`src/rtl/vga_cursor_overlay.sv`:
```
// rtl/vga_cursor_overlay.sv - pixel-clock stage overlaying a 2bpp hardware cursor on the RGB stream
module vga_cursor_overlay #(
    parameter int CUR_SIZE_LOG2 = 5
) (
    input  logic                       clk_pclk_i,
    input  logic                       rst_nreset_i,
    input  logic                       ctrl_ven,
    input  logic                       cur_en_i,
    input  logic [15:0]                cur_x_i,
    input  logic [15:0]                cur_y_i,
    input  logic [23:0]                cur_col0_i,
    input  logic [23:0]                cur_col1_i,
    input  logic                       de_i,
    input  logic                       vs_i,
    input  logic                       hsync_i,
    input  logic                       vsync_i,
    input  logic                       csync_i,
    input  logic                       blank_i,
    input  logic [23:0]                rgb_i,
    output logic [2*CUR_SIZE_LOG2-1:0] cur_adr_o,
    input  logic [1:0]                 cur_q_i,
    output logic                       hsync_o,
    output logic                       vsync_o,
    output logic                       csync_o,
    output logic                       blank_o,
    output logic [23:0]                rgb_o
);

    logic [1:0]  ven_s;
    logic [1:0]  en_s;
    logic [15:0] cx_s1, cx_s2;
    logic [15:0] cy_s1, cy_s2;

    logic        en_w;
    logic [15:0] cx_w, cy_w;
    logic        vs_d, de_d;
    logic [15:0] x, y;

    logic [16:0] dx_f, dy_f;
    logic        hit_c;

    logic        hit0, de0;
    logic [23:0] rgb0;
    logic [3:0]  sync0;
    logic [23:0] pix;

    // Cursor regs cross from the bus domain; working copies only move on a frame boundary.
    always_ff @(posedge clk_pclk_i or negedge rst_nreset_i) begin
        if (!rst_nreset_i) begin
            ven_s <= '0;
            en_s  <= '0;
            cx_s1 <= '0;
            cx_s2 <= '0;
            cy_s1 <= '0;
            cy_s2 <= '0;
            en_w  <= 1'b0;
            cx_w  <= '0;
            cy_w  <= '0;
            vs_d  <= 1'b0;
            de_d  <= 1'b0;
        end else begin
            ven_s <= {ven_s[0], ctrl_ven};
            en_s  <= {en_s[0], cur_en_i};
            cx_s1 <= cur_x_i;
            cx_s2 <= cx_s1;
            cy_s1 <= cur_y_i;
            cy_s2 <= cy_s1;
            vs_d  <= vs_i;
            de_d  <= de_i;
            if (vs_i && !vs_d) begin
                en_w <= en_s[1];
                cx_w <= cx_s2;
                cy_w <= cy_s2;
            end
        end
    end

    // x holds the column of the pixel currently on de_i, y the active line index.
    always_ff @(posedge clk_pclk_i or negedge rst_nreset_i) begin
        if (!rst_nreset_i) begin
            x <= '0;
            y <= '0;
        end else if (!ven_s[1] || vs_i) begin
            x <= '0;
            y <= '0;
        end else if (de_d && !de_i) begin
            x <= '0;
            if (y != 16'hFFFF) begin
                y <= y + 16'd1;
            end
        end else if (de_i && x != 16'hFFFF) begin
            x <= x + 16'd1;
        end
    end

    always_comb begin
        dx_f  = {1'b0, x} - {1'b0, cx_w};
        dy_f  = {1'b0, y} - {1'b0, cy_w};
        hit_c = en_w && ven_s[1] && de_i
                && !dx_f[16] && !dy_f[16]
                && (dx_f[15:CUR_SIZE_LOG2] == '0)
                && (dy_f[15:CUR_SIZE_LOG2] == '0);
    end

    always_ff @(posedge clk_pclk_i or negedge rst_nreset_i) begin
        if (!rst_nreset_i) begin
            hit0      <= 1'b0;
            de0       <= 1'b0;
            rgb0      <= '0;
            sync0     <= '0;
            cur_adr_o <= '0;
        end else begin
            hit0      <= hit_c;
            de0       <= de_i;
            rgb0      <= rgb_i;
            sync0     <= {hsync_i, vsync_i, csync_i, blank_i};
            cur_adr_o <= {dy_f[CUR_SIZE_LOG2-1:0], dx_f[CUR_SIZE_LOG2-1:0]};
        end
    end

    // The RAM answers within the cycle after the address register, so its data feeds the output mux directly.
    always_comb begin
        pix = rgb0;
        if (hit0 && de0) begin
            case (cur_q_i)
                2'b01:   pix = ~rgb0;
                2'b10:   pix = cur_col0_i;
                2'b11:   pix = cur_col1_i;
                default: pix = rgb0;
            endcase
        end
    end

    always_ff @(posedge clk_pclk_i or negedge rst_nreset_i) begin
        if (!rst_nreset_i) begin
            rgb_o   <= '0;
            hsync_o <= 1'b0;
            vsync_o <= 1'b0;
            csync_o <= 1'b0;
            blank_o <= 1'b0;
        end else begin
            rgb_o   <= pix;
            hsync_o <= sync0[3];
            vsync_o <= sync0[2];
            csync_o <= sync0[1];
            blank_o <= sync0[0];
        end
    end

endmodule

```
`config.mk`:
```
export PLATFORM = sky130hd
export DESIGN_NAME = vga_cursor_overlay
export DESIGN_NICKNAME = d
export VERILOG_FILES = /design/src/rtl/vga_cursor_overlay.sv
export SDC_FILE = /design/constraint.sdc
export NUM_CORES = 1
export LEC_CHECK = 0
export ABC_CLOCK_PERIOD_IN_PS = 2400
export BUFFER_PORTS_ARGS = -buffer_cell sky130_fd_sc_hd__buf_2
export CORE_UTILIZATION = 40
export CTS_CLUSTER_SIZE = 28
export DETAILED_ROUTE_END_ITERATION = 7
export GPL_ROUTABILITY_DRIVEN = 1
export PLACE_DENSITY = 0.7
export SLEW_MARGIN = 10
export SYNTH_ARGS = -nofsm -noshare
export SYNTH_HDL_FRONTEND = slang
export SYNTH_SLANG_ARGS = --single-unit
```
`constraint.sdc`:
```
create_clock -name clk_pclk_i -period 2.4 [get_ports clk_pclk_i]
set_clock_uncertainty 0.2 [all_clocks]
set_input_delay 0.24 -clock clk_pclk_i [delete_from_list [all_inputs] [get_ports clk_pclk_i]]
set_output_delay 0.24 -clock clk_pclk_i [all_outputs]
set_load 0.02 [all_outputs]
```
# Word level (Yosys, flattened, before mapping)
# Index checks and enable logic that the tools add are counted.
[word_totals]
ff_bits = 202
inputBits = 116
output_inout_bits = 38
[op_classes]
n_addsub = 4
n_eq_ne = 5
n_mux = 8
bitwise_logic = 1
reduce_logical = 22
[op_table]
columns = ["op", "count"]
rows = [
  ["$mux 16", 6],
  ["$pmux 24 s3", 1],
  ["$sub 16x16->17", 2],
  ["$add 16x1->16 const B", 2],
  ["$ne 16x16->1 const B", 2],
  ["$mux 24", 1],
  ["$not 24->24", 1],
  ["$logic_not 11->1", 2],
  ["$logic_and 1x1->1", 10],
  ["$logic_not 1->1", 5],
  ["$eq 2x2->1 const B", 2],
  ["$reduce_bool 2->1", 2],
  ["$reduce_bool 3->1", 1],
  ["$eq 2x1->1 const B", 1],
  ["$reduce_and 2->1", 1],
  ["$logic_or 1x1->1", 1],
]

# Longest topological paths before layout
# Gate-level depths: netlist (run 1).
[logic_depth]
ltp_word = 6
mapped_depth = 11
ltp_nobuf = 11

# Worst setup path after synthesis (run 1)
# OpenSTA, ideal clock, no wires.
[synth_path]
kind = "register to register"
start = "reg x[0]"
end = "reg hit0"
setup_ps = 68
arrival_time_ps = 2391
slack_ps = -259
path_stages_with_launch = 12
path_buffers = 0
period_less_slack_ps = 2659
path_cell_list = "dfrtp_1 inv_1 ha_1 fa_1 nor2b_1 o31ai_1 a21oi_1 or3b_2 nand3_1 o2111ai_1 nor4_1 and4_1"
[synth_between]
elab_chain_cells = 6
word_cells_on_any_way = 7
[synth_rtl]
columns = ["item", "line", "text"]
rows = [
  ["start, declared", "37", "logic [15:0] x, y;"],
  ["start signal, assigned", "92", "x <= x + 16'd1;"],
  ["$sub 16x16->17 *", "97", "dx_f = {1'b0, x} - {1'b0, cx_w};"],
  ["parallel branches: the longest is 3 deep, another holds $logic_not 11->1", "-", ""],
  ["$logic_and 1x1->1 *", "101", "&& (dx_f[15:CUR_SIZE_LOG2] == '0)"],
  ["$logic_and 1x1->1 *", "102", "&& (dy_f[15:CUR_SIZE_LOG2] == '0);"],
  ["named net hit_c", "40", "logic hit_c;"],
  ["end signal, assigned", "113", "hit0 <= hit_c;"],
  ["end, declared", "42", "logic hit0, de0;"],
]
# Mark *: on every way through the listed nets, which the timed path passes.
# A chain may end at the register's enable or synchronous reset.

# Worst setup path after layout (run 1)
[layout_path]
start = "reg x[9]"
end = "reg hit0"
# The elaborated chain is that of the path after synthesis.

==> results of run 1 <==
## path summary, 6_finish.rpt
| kind | start | end | slack [ns] | cells after the start |
|---|---|---|---|---|
| worst max-delay path | x[9]$_DFFE_PN0P_ | hit0$_DFF_PN0_ | -0.28 | 9 |
| worst min-delay path | cur_col1_i[10] | rgb_o[10]$_DFF_PN0_ | 0.04 | 5 |
| worst max register to register | x[9]$_DFFE_PN0P_ | hit0$_DFF_PN0_ | -0.28 | 9 |
| worst min register to register | ven_s[0]$_DFF_PN0_ | ven_s[1]$_DFF_PN0_ | 0.14 | 0 |
| max in group asynchronous | rst_nreset_i | cy_w[3]$_DFFE_PN0P_ | 1.20 | 3 |
| min in group asynchronous | rst_nreset_i | cx_s2[9]$_DFF_PN0_ | 0.07 | 2 |
## cell type report
| type | instances | area [sq um] |
|---|---|---|
| timing repair buffer | 383 | 2800 |
| sequential | 202 | 5050 |
| tap | 280 | 350 |
| fill | 1755 | 9050 |
| inverter | 76 | 285 |
| clock inverter | 9 | 57.6 |
| multi-input combinational | 511 | 3590 |
| clock buffer | 29 | 566 |
## cell usage in the layout, fill, tap and decap left out, drive strengths merged, types with 6 or more instances in the layout
| cell type | n |
|---|---|
| nand2 | 84 |
| or3 | 9 |
| buf | 282 |
| o21ai | 80 |
| dlygate4sd3 | 100 |
| dfrtp | 202 |
| inv | 77 |
| a21oi | 31 |
| nor2b | 9 |
| clkbuf | 30 |
| clkinv | 6 |
| a211oi | 8 |
| xor2 | 15 |
| nor3 | 8 |
| nand2b | 10 |
| ha | 34 |
| nor2 | 47 |
| xnor2 | 14 |
| a22oi | 24 |
| mux2i | 32 |
| nand4 | 15 |
| o21a | 6 |
| nand3 | 12 |
## metal layers
| metal | track usage | vias to the layer above | share of wire |
|---|---|---|---|
| met3 | 0.0367 | 54 | 0.053 |
| met4 | 0.0650 | 0 | 0.025 |
| met1 | 0.271 | 3656 | 0.42 |
| met2 | 0.363 | 239 | 0.50 |
| li1 | - | 3584 | - |
| met5 | 0 | - | 0 |
## flip-flops by register name, summed over array words and instances, names as in the netlist, 2 cells and up
signal,flops
cx_s2,16
rgb_o,24
cy_s1,16
rgb0,24
ven_s,2
cx_s1,16
cx_w,16
cur_adr_o,10
cy_w,16
sync0,4
en_s,2
x,16
cy_s2,16
y,16
## report_power, final
part	total, mW	internal, mW	switching (mW)
clock	2.99	1.66	1.32
sequential	3.70	3.63	0.0727
combinational	1.41	0.679	0.735
## repair_timing
| action | CTS | global route |
|---|---|---|
| setup buffers | 1 | 5 |
| setup endpoints to repair | 1 | 14 |
| pin swaps | 10 | 14 |
| hold buffers | 100 | 0 |
| gates resized for setup | 17 | 18 |
| endpoints found under the hold margin | 271 | 0 |
## cell usage after synthesis (5+ instances only)
master,number
clkbuf_1,32
mux2i_1,32
nand3_1,12
o21bai_1,5
mux2_2,5
or3_1,9
a211oi_1,8
o21ai_0,79
a22oi_1,24
xnor2_1,14
nor2_1,45
nand2_1,84
nand2b_1,10
ha_1,34
o21a_1,6
dfrtp_1,202
nor2b_1,9
nor3_1,8
a21oi_1,29
xor2_1,15
inv_1,76
nand4_1,15
## cell families after synthesis
logic type	count (synthesis)	share of synthesized area
buffers and inverters	113	0.0487
multiplexers	37	0.0426
flip-flops	202	0.572
XOR/XNOR	29	0.0287
adder cells (fa/ha/maj)	36	0.0526
AO/OA/AOI/OAI	193	0.138
AND/OR/NAND/NOR	216	0.118
## through the flow
stage          power, mW  area (sq um)  utilization  TNS, ns
6_report            8.10         12700        0.584   -0.281
5_1_grt             8.46         12700        0.584   -0.406
4_1_cts             8.11         12600        0.579   -0.262
3_5_place_dp        4.95         10900        0.499   -0.411
3_3_place_gp        4.93         10900        0.499   -0.375
2_1_floorplan       4.36          8890            -   -0.189
## critical path, stage by stage, from the launching register on
cell and delay (ns):
dfrtp_1 0.42, ha_1 0.34, a21oi_1 0.24, nor2_1 0.12
a311oi_1 0.22, nand4_1 0.15, nor3_1 0.25, o2111ai_2 0.19
nor4_4 0.28, and4_1 0.20
==> metrics.md, run 1 <==
| Metric | Value |
|---|---|
| Gr ovfl total | 0 |
| Skew-Pair Late Insertion Delay | 0.49 ns |
| Post-layout min period | around 2.7 ns |
| Share of layout cells above drive strength 1 | 0.299 |
| H-tree levels | 1 |
| Final-report max-slew violation count | 0 |
| WS Path Type | reg -> reg |
| Vias | between 7000 and 8000 |
| TritonCTS clock tree | built |
| Fraction of registers with async set/reset | 1.00 |
| Die width | 151 um |
| Yosys top cell by area | dfrtp_1 |
| Hold slack | about 0.036 ns |
| Number of global-route vias before repair | 7706 |
| PwrDens | between 600 and 700 mW/mm^2 |
| Final hold vios | 0 |
| EDFF count, synth | 0 |
| Clk pin slew, worst setup/hold paths | approximately 0.06 ns |
| Initial antenna violation count | 0 |
| Synth area leaders | dfrtp_1, ha_1, o21ai_0 |
| Mapped Area | just under 0.009 sq mm |
| Ant diodes | 0 |
| I/O pin total | between 150 and 200 |
| Top-area cell type share of the netlist area | 0.572 |
| Post-route antenna net violation count | 0 |
| Post-Layout Cell Count | around 1500 |
| Avg WL per Cell | ~16 um |
| Syn nets | between 900 and 1000 |
| First-pass GRT wire length | 38.2 mm |
| Largest net degree at the start of global routing | between 60 and 70 |
| CTS Root Cell | clkbuf_16 |
| FP Rows | 54 |
| Nets | 1347 |
| Failing checks | negative setup slack |
| Hold WC Path Type | in -> reg |
| Die height | about 150 um |
| Inst Count DP | 1346 |
| Main synth FF type | dfrtp_1 |
| Die area | 0.0227 sq mm |
| RSZ-0062 raised after global routing | true |
| Max_cap viols | 0 |
| DRT Pass-1 Iters | 5 |
| CP Capture Type | flip-flop |
| Num Clock Sinks | between 200 and 250 |
| Clock Path Buffers | 3 |
| Yosys warns | 0 |
| Final Setup Violations | 1 |
| Drt initial violations | roughly 450 |
| Sequential element share of the synthesized area | 0.572 |
| DRC | 0 |
| CTS buffer count | 21 |
| Status | finished, violations left |
| Slew headroom | 0.636 |
| Cells after Synth | about 830 |
| IR drop worst, VDD | between 0.0006 and 0.0007 V |
| Drt total wl | around 23 mm |
| Area growth from synthesis to layout | 43.7% |
| Fin crit share | 1.12 |
| IO Port Bufs | 153 |
| Leakage | approximately 6 nW |
| Worst EP required | around 2.6 ns |
| Synth unique cells | approximately 60 |
| Crit-path max FO | 4 |
| Vias/cell | 5.06 |
| HPWL Detailed | approximately 15 mm |
| Slew @ Worst Pin | approximately 0.54 ns |
| Setup WS pre-CTS | -0.411 ns |
| Seq cells post-synth | just over 200 |
| Final setup margin | -0.281 ns |
| Setup crit start kind | flip-flop |
| Max Clock Freq | ~370 MHz |
| Initial Util | 0.407 |
| All-layer global routing usage | 0.211 |
| Placer Congestion | 0.878 |
| Critical Path AT | slightly below 3 ns |
| Avg Cell Area, Syn | 10.7 sq um |
| Core Footprint | 0.0218 sq mm |
Power figures use the tool's default switching activity.
==> run 2, diff against run 1 <==
--- a/config.mk
+++ b/config.mk
@@ -13,2 +13,3 @@
 export GPL_ROUTABILITY_DRIVEN = 1
+export MAX_ROUTING_LAYER = met4
 export PLACE_DENSITY = 0.7
--- a/constraint.sdc
+++ b/constraint.sdc
@@ -4,2 +4,2 @@
 set_output_delay 0.24 -clock clk_pclk_i [all_outputs]
-set_load 0.02 [all_outputs]
+set_load 0.1 [all_outputs]
==> run 2 against run 1 <==
  * The flow still finishes with violations (negative setup slack)
  * Setup slack better by 0.034 ns
  * Non-clock buffer count rose by 15
  * Flip-flop and latch count unchanged
  * First-iteration DRC count fell by 12%
  * Wire length grew 2.9%
  * Fmax grew 1.3%
  * Global-route usage increased by 0.74 points
  * Largest cell class unchanged
  * Largest power group unchanged
==> metrics.md, run 2 (synthesized netlist as in run 1, its figures left out) <==
| Metric | Value |
|---|---|
| Total power | about 9 mW |
| R2r setup slk | -0.25 ns |
| Leakage | a little over 6 nW |
| Internal power | between 6 and 7 mW |
| Worst-path cell chain | inv_2 -> ha_4 -> nor2b_4 -> o31ai_4 -> a211oi_2 -> buf_4 -> a211oi_2 -> buf_4 -> mux2_4 -> nor4_2 -> and4_1 |
| Initial Util | 0.407 |
| Flop pwr share | 0.422 |
| Critical Path AT | 2.89 ns |
| Final-report max-slew violation count | 0 |
| Critical Path Max Stage Delay | 0.39 ns |
| IR drop worst, VDD | between 0.0005 and 0.0006 V |
| Vias/cell | ~5.0 |
| Post-layout min period | 2.65 ns |
| Slowest library cell on the worst path | dfrtp_1 |
| HPWL Detailed | approximately 15 mm |
| Clock share of power | 0.369 |
| Hold slack | around 0.023 ns |
| Post-Layout Cell Count | 1504 |
| Inst Count DP | roughly 1400 |
| RR Endpoint | hit0$_DFF_PN0_ |
| Crit-path max FO | 2 |
| Post-route antenna net violation count | 0 |
| WS Path Type | reg -> reg |
| Slew @ Worst Pin | approximately 0.56 ns |
| Num Clock Sinks | just over 200 |
| Clock Path Buffers | 3 |
| Setup crit start kind | flip-flop |
| DRT Pass-1 Iters | 5 |
| I/O pin total | between 150 and 200 |
| Avg WL per Cell | 16.0 um |
| R2R depth | 11 |
| Comb power frac | 0.210 |
| Clk pin slew, worst setup/hold paths | 0.06 ns |
| Vias | roughly 7600 |
| Fin crit share | 1.10 |
| Nets | roughly 1400 |
| CP Capture Type | flip-flop |
| Hold Path Depth | 5 |
| CTS Root Cell | clkbuf_16 |
| Critical Path End | hit0$_DFF_PN0_ |
| Max_cap viols | 0 |
| Hold WC Path Type | in -> reg |
| Max Clock Freq | ~380 MHz |
| Gr ovfl total | 0 |
| Die area | ~0.023 sq mm |
| Number of global-route vias before repair | ~7800 |
| Failing checks | negative setup slack |
| Status | finished, violations left |
| TritonCTS clock tree | built |
| H-tree levels | 1 |
| Skew-Pair Late Insertion Delay | approximately 0.50 ns |
| DRC | 0 |
| Initial antenna violation count | 0 |
| Final Setup Violations | 6 |
| Area growth from synthesis to layout | 46.3% |
| Critical path's top delay family | simple AND/OR/NAND/NOR gates |
| First-pass GRT wire length | around 38 mm |
| Drt total wl | ~24 mm |
| Placer Congestion | about 0.92 |
| Slew headroom | 0.629 |
| Largest net degree at the start of global routing | 66 |
| CP bufs+invs | 3 |
| Share of layout cells above drive strength 1 | 0.323 |
| Drt initial violations | roughly 400 |
| Psw | 2.54 mW |
| RSZ-0062 raised after global routing | true |
| Crit. path cell count | 11 |
| Sw frac | 0.289 |
| CTS buffer count | 21 |
| IO Port Bufs | between 150 and 200 |
| FP Rows | 54 |
| R2r startpoint | cx_w[1]$_DFFE_PN0P_ |
| Core Footprint | around 0.022 sq mm |
| Die width | roughly 150 um |
| Worst Setup SP | cx_w[1]$_DFFE_PN0P_ |
| PwrDens | between 600 and 700 mW/mm^2 |
| Top flop regs | rgb0: 24 flops, rgb_o: 24 flops |
| All-layer global routing usage | 0.219 |
| Ant diodes | 0 |
| Worst EP required | 2.64 ns |
| Die height | around 150 um |
| Most frequent cells in the layout | dfrtp_1, buf_2, buf_4 |
| Final setup margin | -0.247 ns |
| Most common cell after layout, fill and taps aside | dfrtp_1 |
| Final hold vios | 0 |
run 2: stage by stage:
step / setup slack, ns / cell area (sq um) / setup TNS [ns] / util
after floorplan: -0.189 / 8890 / -0.189 / -
after global placement: -0.359 / 10900 / -0.360 / 0.501
after detailed placement: -0.452 / 10900 / -0.452 / 0.501
after CTS: -0.235 / 12800 / -0.235 / 0.587
after global routing: -0.375 / 12900 / -1.93 / 0.595
final: -0.247 / 12900 / -0.332 / 0.595
run 2: layout make-up:
class | instances | area, sq um
clock inverter | 8 | 101
clock buffer | 29 | 586
timing repair buffer | 398 | 2920
inverter | 76 | 288
tap | 280 | 350
sequential | 202 | 5050
multi-input combinational | 511 | 3640
fill | 1666 | 8810
run 2: repair_timing:
| item | 4_1_cts | 5_1_grt |
|---|---|---|
| cloned | 0 | 0 |
| resized for setup | 28 | 30 |
| setup buffers | 5 | 8 |
| pin swaps | 15 | 20 |
| hold endpoints to repair | 290 | 0 |
| setup endpoints to repair | 2 | 13 |
| hold buffers | 101 | 0 |
run 2: how the worst min path moves through the flow:
stage                     slack [ns]                 end           from
final                           0.02  rgb_o[6]$_DFF_PN0_  cur_col1_i[6]
after global routing            0.04  rgb_o[6]$_DFF_PN0_  cur_col1_i[6]
after CTS                     0.0009  rgb_o[0]$_DFF_PN0_  cur_col1_i[0]
after detailed placement       0.001  cx_s1[9]$_DFF_PN0_   rst_nreset_i
after global placement       -0.0004  cx_s2[8]$_DFF_PN0_   rst_nreset_i
after floorplan                -0.26   blank_o$_DFF_PN0_   rst_nreset_i
run 2: worst min-delay path: stages:
cell	delay (ns)
buf_2	0.10
inv_1	0.05
mux2i_1	0.06
a22oi_1	0.13
o21ai_0	0.09
run 2: layer usage:
layer,global-route usage,vias to the layer above,wire [um]
met5,-,-,0
met4,0.0650,0,599
met3,0.0315,53,1170
met2,0.368,227,12300
met1,0.273,3688,10000
li1,-,3601,-
run 2: power by group through the flow:
stage	clock [mW]	combinational, mW	sequential [mW]
after global routing	3.42	1.97	3.72
after floorplan	0	0.531	4.24
after detailed placement	0	1.61	3.76
final	3.24	1.84	3.70
after CTS	3.30	1.81	3.70
after global placement	0	1.60	3.75
